<file path="src/rtl/dmem_arbiter_pkg.sv">
// Shared definitions for the data-memory arbiter and its clients.
// Read-response ownership tag and the default data-memory address width.
package dmem_arbiter_pkg;

    localparam int unsigned DMEM_ADDR_WIDTH_DEF = 8;

    typedef enum logic [1:0] {
        OWN_NONE = 2'd0,
        OWN_CPU  = 2'd1,
        OWN_HOST = 2'd2
    } rsp_owner_e;

endpackage

</file>
<file path="src/rtl/dmem_arbiter_sat_counter.sv">
// Saturating up-counter with synchronous clear (clear wins over increment).
// Stops at MAX_VAL, which defaults to all-ones.
module sat_counter #(
    parameter int unsigned      WIDTH   = 8,
    parameter logic [WIDTH-1:0] MAX_VAL = '1
) (
    input  logic             clk_i,
    input  logic             rst_ni,
    input  logic             clr_i,
    input  logic             inc_i,
    output logic [WIDTH-1:0] count_o
);

    logic [WIDTH-1:0] count_q, count_d;

    always_comb begin
        count_d = count_q;
        if (clr_i) begin
            count_d = '0;
        end else if (inc_i && (count_q != MAX_VAL)) begin
            count_d = count_q + 1'b1;
        end
    end

    always_ff @(posedge clk_i or negedge rst_ni) begin
        if (!rst_ni) begin
            count_q <= '0;
        end else begin
            count_q <= count_d;
        end
    end

    assign count_o = count_q;

endmodule

</file>
<file path="src/rtl/dmem_arbiter.sv">
// Single-port data memory arbiter: MEM-stage CPU has priority, host/DMA port
// gets a forced grant after HOST_STARVE_MAX lost cycles. Reads are tagged for return.
module dmem_arbiter
    import dmem_arbiter_pkg::*;
#(
    parameter int unsigned PROC_DATA_WIDTH = 16,
    parameter int unsigned DMEM_ADDR_WIDTH = DMEM_ADDR_WIDTH_DEF,
    parameter int unsigned HOST_STARVE_MAX = 4,
    parameter int unsigned STALL_CNT_WIDTH = 16
) (
    input  logic                       clk_i,
    input  logic                       rst_ni,
    input  logic                       cpu_mem_read_en_i,
    input  logic                       cpu_mem_write_en_i,
    input  logic [DMEM_ADDR_WIDTH-1:0] cpu_addr_i,
    input  logic [PROC_DATA_WIDTH-1:0] cpu_wdata_i,
    output logic                       cpu_stall_o,
    output logic [PROC_DATA_WIDTH-1:0] cpu_rdata_o,
    output logic                       cpu_rvalid_o,
    input  logic                       host_req_i,
    input  logic                       host_we_i,
    input  logic [DMEM_ADDR_WIDTH-1:0] host_addr_i,
    input  logic [PROC_DATA_WIDTH-1:0] host_wdata_i,
    output logic                       host_gnt_o,
    output logic [PROC_DATA_WIDTH-1:0] host_rdata_o,
    output logic                       host_rvalid_o,
    output logic                       mem_en_o,
    output logic                       mem_we_o,
    output logic [DMEM_ADDR_WIDTH-1:0] mem_addr_o,
    output logic [PROC_DATA_WIDTH-1:0] mem_wdata_o,
    input  logic [PROC_DATA_WIDTH-1:0] mem_rdata_i,
    output logic [STALL_CNT_WIDTH-1:0] stall_count_o
);

    localparam int unsigned           STARVE_W   = $clog2(HOST_STARVE_MAX + 1);
    localparam logic [STARVE_W-1:0]   STARVE_MAX = STARVE_W'(HOST_STARVE_MAX);

    logic                cpu_acc;
    logic                host_force;
    logic                cpu_win;
    logic                host_win;
    logic                stall_raw;
    logic [STARVE_W-1:0] starve_cnt;
    rsp_owner_e          rsp_owner_q, rsp_owner_d;

    assign cpu_acc    = cpu_mem_read_en_i | cpu_mem_write_en_i;
    assign host_force = host_req_i & (starve_cnt == STARVE_MAX);
    assign cpu_win    = cpu_acc & ~host_force;
    assign host_win   = host_req_i & (~cpu_acc | host_force);
    assign stall_raw  = host_win & cpu_acc;

    // Read-and-write together is treated as a store, so only a pure load is tagged.
    always_comb begin
        rsp_owner_d = OWN_NONE;
        if (host_win && !host_we_i) begin
            rsp_owner_d = OWN_HOST;
        end else if (cpu_win && !cpu_mem_write_en_i) begin
            rsp_owner_d = OWN_CPU;
        end
    end

    always_ff @(posedge clk_i or negedge rst_ni) begin
        if (!rst_ni) begin
            rsp_owner_q <= OWN_NONE;
        end else begin
            rsp_owner_q <= rsp_owner_d;
        end
    end

    // Combinational outputs are held at zero while reset is asserted.
    always_comb begin
        mem_en_o     = 1'b0;
        mem_we_o     = 1'b0;
        mem_addr_o   = '0;
        mem_wdata_o  = '0;
        host_gnt_o   = 1'b0;
        cpu_stall_o  = 1'b0;
        cpu_rdata_o  = '0;
        host_rdata_o = '0;
        if (rst_ni) begin
            cpu_rdata_o  = mem_rdata_i;
            host_rdata_o = mem_rdata_i;
            host_gnt_o   = host_win;
            cpu_stall_o  = stall_raw;
            if (host_win) begin
                mem_en_o    = 1'b1;
                mem_we_o    = host_we_i;
                mem_addr_o  = host_addr_i;
                mem_wdata_o = host_wdata_i;
            end else if (cpu_win) begin
                mem_en_o    = 1'b1;
                mem_we_o    = cpu_mem_write_en_i;
                mem_addr_o  = cpu_addr_i;
                mem_wdata_o = cpu_wdata_i;
            end
        end
    end

    assign cpu_rvalid_o  = (rsp_owner_q == OWN_CPU);
    assign host_rvalid_o = (rsp_owner_q == OWN_HOST);

    sat_counter #(
        .WIDTH   (STARVE_W),
        .MAX_VAL (STARVE_MAX)
    ) u_starve_cnt (
        .clk_i   (clk_i),
        .rst_ni  (rst_ni),
        .clr_i   (host_win | ~host_req_i),
        .inc_i   (host_req_i & cpu_win),
        .count_o (starve_cnt)
    );

    sat_counter #(
        .WIDTH   (STALL_CNT_WIDTH)
    ) u_stall_cnt (
        .clk_i   (clk_i),
        .rst_ni  (rst_ni),
        .clr_i   (1'b0),
        .inc_i   (cpu_stall_o),
        .count_o (stall_count_o)
    );

endmodule

</file>
<file path="config.mk">
export PLATFORM = sky130hd
export DESIGN_NAME = dmem_arbiter
export DESIGN_NICKNAME = d
export VERILOG_FILES = /design/src/rtl/dmem_arbiter_pkg.sv /design/src/rtl/dmem_arbiter_sat_counter.sv /design/src/rtl/dmem_arbiter.sv
export SDC_FILE = /design/constraint.sdc
export NUM_CORES = 1
export LEC_CHECK = 0
export ABC_AREA = 0
export BUFFER_PORTS_ARGS = -buffer_cell sky130_fd_sc_hd__buf_4
export CORE_MARGIN = 4
export CORE_UTILIZATION = 37
export CTS_CLUSTER_SIZE = 24
export DETAILED_ROUTE_END_ITERATION = 10
export PLACE_DENSITY = 0.82
export SLEW_MARGIN = 20
export SYNTH_ARGS = -nofsm -noshare
export SYNTH_HDL_FRONTEND = slang
export SYNTH_SLANG_ARGS = --single-unit
</file>
<file path="constraint.sdc">
create_clock -name clk_i -period 2.65 [get_ports clk_i]
set_input_delay 0.53 -clock clk_i [delete_from_list [all_inputs] [get_ports clk_i]]
set_output_delay 0.53 -clock clk_i [all_outputs]
set_load 0.1 [all_outputs]
</file>
; ---- Word level (Yosys, flattened, before mapping)
; Cells that the tools add are included.
[totals]
ff_bits = 21
input_bits = 70
elab_cells = 47
[op_classes]
eq_ne = 5
bitwise = 11
n_reduce_logical = 7
addsub = 2
mux = 19
[ops]
columns = op, n
row1 = two-way mux 16 bit, 4
row2 = two-way mux 8 bit, 3
row3 = "adder 16 x 1 -> 16 bit, second input constant", 1
row4 = "inequality test 16 bit, second input constant", 1
row5 = two-way mux 1 bit, 9
row6 = two-way mux 3 bit, 2
row7 = bitwise AND 1 bit, 5
row8 = logical AND 1 bit, 4
row9 = "adder 3 x 1 -> 3 bit, second input constant", 1
row10 = "equality test 3 bit, second input constant", 1
row11 = "inequality test 3 bit, second input constant", 1
row12 = inverter 1 bit, 3
row13 = OR 1 bit, 3
row14 = "equality test 2 x 1 -> 1 bit, second input constant", 1
row15 = "equality test 2 bit, second input constant", 1
row16 = zero test 1 bit, 2
row17 = two-way mux 2 bit, 1
row18 = nonzero test 2 bit, 1

; ---- Depth between registers and ports, before layout
[logic_depth]
depth_word = 8
depth_mapped = 8
ltp_nobuf = 6

; ---- Cells and area by module
; A second synthesis with hierarchy kept.
[unflattened]
hier_cells = 251
hier_area_um2 = 2019.4
[modules_own_cells]
columns = mod, cells_each, area_per_inst_um2, instances, seq_area_each_um2
row1 = sat_counter (u_stall_cnt), 98, 942.2, 1, 400.4
row2 = dmem_arbiter, 136, 878.3, 1, 50.0
row3 = sat_counter (u_starve_cnt), 17, 198.9, 1, 75.1

; ---- Worst setup path after synthesis
; No wires, ideal clock.
[synth_path]
path_type = register to output
startpoint = register u_starve_cnt.count_q[0] (netlist: u_starve_cnt.count_o[0])
endpoint = output port mem_addr_o[0]
path_slack_ps = -541
path_stages_with_launch = 9
t_arrival_ps = 2661
n_path_buf = 2
required_time_ps = 2120
cell_sequence = dfrtp_1 inv_1 ha_1 nand3_1 o21ai_0 and3_1 buf_2 buf_2 a22o_1
[synth_via]
elab_chain_cells = 7
word_cells_on_any_way = 9
classes_between = eq/ne (1) / mux (3) / bitwise (5)
[synth_rtl]
columns = item, line_no
row1 = from (decl), dmem_arbiter_sat_counter.sv:14  ; logic [WIDTH-1:0] count_q, count_d;
row2 = from (signal assigned), dmem_arbiter_sat_counter.sv:29  ; count_q <= count_d;
row3 = equality test 3 bit (*), dmem_arbiter.sv:47  ; assign host_force = host_req_i & (starve_cnt == STARVE_MAX);
row4 = bitwise AND 1 bit (*), dmem_arbiter.sv:47
row5 = inverter 1 bit, dmem_arbiter.sv:48  ; assign cpu_win = cpu_acc & ~host_force;
row6 = bitwise AND 1 bit, dmem_arbiter.sv:48
row7 = two-way mux 8 bit, dmem_arbiter.sv:90  ; end else if (cpu_win) begin
row8 = two-way mux 8 bit (*), dmem_arbiter.sv:85  ; if (host_win) begin
row9 = two-way mux 8 bit (*), dmem_arbiter.sv:80  ; if (rst_ni) begin
row10 = to (decl), dmem_arbiter.sv:29  ; output logic [DMEM_ADDR_WIDTH-1:0] mem_addr_o,
; Mark *: on every way between the ends. The rest lies on a longest branch, timed or not.

; ---- Worst setup path after layout
[layout_path]
startpoint = register u_starve_cnt.count_q[0] (netlist: u_starve_cnt.count_o[0])
endpoint = output port mem_addr_o[4]
; Same word-level chain as after synthesis.

==> impl_metrics.xml <==
<?xml version="1.0" encoding="UTF-8"?>
<metrics>
  <group name="power">
    <metric name="power_share_of_the_clock_group" unit="%">16.5</metric>
    <metric name="combPwrFrac" unit="%">56.6</metric>
    <metric name="peakVddDrop" unit="uV">391.3</metric>
    <metric name="power_per_cell_area" unit="mW/mm^2">458.2</metric>
    <metric name="swShare" unit="%">50.29</metric>
    <metric name="netSwitchingPower" unit="uW">629.7</metric>
    <metric name="internal_portion_of_total_power" unit="uW">622.4</metric>
    <metric name="seq_power_share" unit="%">26.9</metric>
    <metric name="leakage" unit="uW">0.001457</metric>
    <metric name="total_power" unit="uW">1252</metric>
  </group>
  <group name="clock_tree">
    <metric name="postCtsSetupBuffers" unit="">0</metric>
    <metric name="tritoncts_clock_tree" unit="">yes</metric>
    <metric name="cts_made_buffers" unit="">3</metric>
    <metric name="clock-sinks" unit="">21</metric>
    <metric name="cts_repair_resize_count" unit="">0</metric>
    <metric name="clock-root-buffer" unit="">clkbuf_8</metric>
    <metric name="clock_latency" unit="ps">260</metric>
    <metric name="clockBufferDepth" unit="">2</metric>
    <metric name="worst_setup_hold_path_clk_slew" unit="ps">80</metric>
    <metric name="cts_hold_repair.buffers" unit="">0</metric>
    <metric name="cts_htree_levels" unit="">1</metric>
  </group>
  <group name="logic_synthesis">
    <metric name="postSynthCellCount" unit="">161</metric>
    <metric name="yosys_warnings" unit="">0</metric>
    <metric name="syn_area" unit="mm^2">0.001530</metric>
    <metric name="synth_seq_area_share" unit="%">34.34</metric>
    <metric name="syn-mean-instance-area" unit="um^2">9.504</metric>
    <metric name="postSynthNetCount" unit="">234</metric>
    <metric name="ys_seq_elements" unit="">21</metric>
    <metric name="synth_cell_type_count" unit="">35</metric>
  </group>
  <group name="worst_setup_path">
    <metric name="critPathCapture" unit="">mem_addr_o[4]</metric>
    <metric name="startpoint_type" unit="">flip-flop</metric>
    <metric name="regToRegStartpoint" unit="">u_stall_cnt.count_o[0]$_DFFE_PN0P_</metric>
    <metric name="cp_slowest_cell" unit="">dfrtp_1</metric>
    <metric name="cp_top_family" unit="">buffers and inverters</metric>
    <metric name="worst_path_cell_trace" unit="">inv_1 &gt; ha_1 &gt; nand3_1 &gt; o21ai_2 &gt; and3_2 &gt; buf_12 &gt; a22o_2 &gt; buf_4</metric>
    <metric name="cp_data_arrival_time" unit="ps">1970</metric>
    <metric name="r2r_end" unit="">u_stall_cnt.count_o[1]$_DFFE_PN0P_</metric>
    <metric name="critical_path_type" unit="">reg2out</metric>
    <metric name="maximum_fanout_encountered_on_the_critical_timing_path" unit="">23</metric>
    <metric name="timing.critical_path.slowest_cell_delay" unit="ps">370</metric>
    <metric name="crit_cells" unit="">8</metric>
    <metric name="worst_path_buf_inv" unit="">3</metric>
    <metric name="cp_data_required_time" unit="ps">2120</metric>
    <metric name="setup.worst_path.end_class" unit="">primary output</metric>
    <metric name="rr_worst_depth" unit="">5</metric>
    <metric name="regToRegSetupSlack" unit="ps">630</metric>
    <metric name="worstSetupStartpoint" unit="">u_starve_cnt.count_o[0]$_DFFE_PN0P_</metric>
  </group>
  <group name="finish">
    <metric name="final_cell_mix" unit="">buf_4, dfrtp_1, and2_1, a22o_2, xnor2_1</metric>
    <metric name="mostFrequentLayoutCell" unit="">buf_4</metric>
    <metric name="area_growth_syn_to_layout" unit="%">78.58</metric>
    <metric name="post_route_cells_drive_above_1_share" unit="%">64.53</metric>
    <metric name="final_cells" unit="">346</metric>
    <metric name="insertedDiodeCount" unit="">0</metric>
    <metric name="final_core_utilization" unit="%">68.31</metric>
    <metric name="final_net_count" unit="">370</metric>
  </group>
  <group name="place">
    <metric name="io_buffer_count" unit="">147</metric>
    <metric name="dp_hpwl" unit="um">4740</metric>
    <metric name="gp_congestion" unit="">0.8236</metric>
    <metric name="post-place-cells" unit="">342</metric>
  </group>
  <group name="detailed_routing">
    <metric name="detailedRoute.firstPassIterationCount" unit="">4</metric>
    <metric name="antenna_left" unit="">0</metric>
    <metric name="via_count" unit="">1725</metric>
    <metric name="post-route-drc-count" unit="">0</metric>
    <metric name="routed_wl" unit="um">5755</metric>
    <metric name="route.detailed.vias_per_inst" unit="">4.986</metric>
    <metric name="number_of_drc_violations_after_detailed_routing_iteration_0" unit="">35</metric>
    <metric name="routed_wire_length_per_instance" unit="um">16.63</metric>
  </group>
  <group name="floorplanning">
    <metric name="die_area" unit="mm^2">0.005229</metric>
    <metric name="chipWidth" unit="um">72.31</metric>
    <metric name="top_level_ports" unit="">148</metric>
    <metric name="placement_row_count" unit="">23</metric>
    <metric name="floorplan.initialDensity" unit="%">38.25</metric>
    <metric name="fp.coreArea" unit="mm^2">0.004000</metric>
    <metric name="die_height" unit="um">72.31</metric>
  </group>
  <group name="global_routing">
    <metric name="grt-ovfl-total" unit="">0</metric>
    <metric name="grt_max_degree" unit="">38</metric>
    <metric name="grt_usage" unit="%">19.54</metric>
    <metric name="antenna_found_initial" unit="">0</metric>
    <metric name="first_pass_grt_wire_length" unit="um">8169</metric>
    <metric name="grt_pass1_vias" unit="">1654</metric>
  </group>
  <group name="sta">
    <metric name="finalCriticalPeriod" unit="ps">2497</metric>
    <metric name="final_min_period_over_clock_period" unit="%">94.22</metric>
    <metric name="worst-slew-pin-transition" unit="ps">628.8</metric>
    <metric name="slew_headroom" unit="%">57.76</metric>
    <metric name="rsz_0062_raised_after_global_routing" unit="">false</metric>
    <metric name="timing.final.hold_violations" unit="">0</metric>
    <metric name="max_freq" unit="MHz">400.5</metric>
    <metric name="tns" unit="ps">0</metric>
    <metric name="setup_viol_count_final" unit="">0</metric>
    <metric name="slew_violations" unit="">0</metric>
    <metric name="skew" unit="ps">8.311</metric>
  </group>
  <group name="status">
    <metric name="status" unit="">finished, final reports clean</metric>
  </group>
  <group name="hold_path">
    <metric name="hold_path_class" unit="">in2async</metric>
  </group>
  <group name="job">
    <metric name="cap_violations" unit="">0</metric>
  </group>
</metrics>
-- synthesized netlist by cell type, drive strengths merged --
| master | number | area (um^2) |
|---|---|---|
| a22o | 24 | 210.2 |
| buf | 21 | 145.1 |
| dfrtp | 21 | 525.5 |
| and2 | 19 | 122.6 |
| xnor2 | 13 | 113.9 |
| nor2 | 10 | 37.54 |
| nand3 | 7 | 35.03 |
| nand2 | 6 | 22.52 |
| nand4 | 5 | 46.29 |
| and3 | 4 | 25.02 |
| ha | 3 | 37.54 |
| inv | 3 | 11.26 |
| nor3 | 3 | 15.01 |
| clkbuf | 2 | 7.510 |
| nor2b | 2 | 12.51 |
| o211ai | 2 | 15.01 |
| o21ai | 2 | 13.76 |
| xor2 | 2 | 17.52 |
| a21oi | 1 | 5.000 |
| a41oi | 1 | 8.760 |
| mux2 | 1 | 15.01 |
| nand4b | 1 | 8.760 |
| nor4 | 1 | 21.27 |
| nor4b | 1 | 8.760 |
| o2111ai | 1 | 8.760 |
| o21a | 1 | 7.510 |
| o221a | 1 | 11.26 |
| or2 | 1 | 6.260 |
| or3 | 1 | 7.510 |
| or4 | 1 | 7.510 |
-- routing by layer --
metal / vias to the layer above / track usage (%) / part of all wire, %
met5: - / 0 / 0
met4: 0 / 5.428 / 1.6
met3: 8 / 4.709 / 8.5
met2: 68 / 36.00 / 55
met1: 813 / 22.22 / 35
li1: 836 / - / -
-- kinds of logic (layout without fill, tap and decap cells) --
| family | after synthesis | after routing | share of synthesized area [%] |
|---|---|---|---|
| xor gates and xnor gates | 15 | 15 | 8.586 |
| muxes | 1 | 1 | 0.9809 |
| buffers and inverters | 26 | 161 | 10.71 |
| and+or+nand+nor | 62 | 62 | 24.61 |
| adders and majority gates | 3 | 3 | 2.453 |
| DFF | 21 | 21 | 34.34 |
| AOI/OAI and AO/OA | 33 | 33 | 18.32 |
-- registers in the layout, indices dropped and copies added (netlist names) --
| name | flops |
|---|---|
| rsp_owner_q | 2 |
| u_stall_cnt.count_o | 16 |
| u_starve_cnt.count_o | 3 |
-- power by group through the flow --
stage               logic, uW  clock network [uW]  registers [uW]
floorplan                 495                   0             372
global placement          701                   0             342
detailed placement        706                   0             343
CTS                       707                 210             337
global route              730                 226             339
finish                    709                 206             337
-- per-stage QoR --
| stage | setup WS [ps] | hold WS (ps) | instance area [um^2] |
|---|---|---|---|
| floorplan | -90.94 | 234.4 | 1585 |
| global placement | 236.9 | 448.0 | 2661 |
| detailed placement | 140.5 | 454.8 | 2661 |
| CTS | 30.86 | 318.3 | 2706 |
| global route | 38.47 | 333.8 | 2733 |
| finish | 153.1 | 303.7 | 2733 |
-- cell type report --
class / count / area [um^2]
multi-input combinational: 114 / 900.9
sequential: 21 / 525.5
clock buffer: 4 / 45.04
fill: 329 / 1267
timing repair buffer: 154 / 1187
tap: 50 / 62.56
inverter: 3 / 11.26
-- how the worst min path moves through the flow --
stage                                         from                                   to  cells past startpoint
2_1_floorplan                               rst_ni             rsp_owner_q[0]$_DFF_PN0_                      0
6_report                                    rst_ni  u_stall_cnt.count_o[12]$_DFFE_PN0P_                      2
3_3_place_gp   u_starve_cnt.count_o[0]$_DFFE_PN0P_  u_starve_cnt.count_o[0]$_DFFE_PN0P_                      1
5_1_grt                                     rst_ni   u_stall_cnt.count_o[8]$_DFFE_PN0P_                      2
4_1_cts                                     rst_ni   u_stall_cnt.count_o[8]$_DFFE_PN0P_                      2
3_5_place_dp   u_starve_cnt.count_o[0]$_DFFE_PN0P_  u_starve_cnt.count_o[0]$_DFFE_PN0P_                      1
Note: power is estimated with default switching activity, not from simulation.
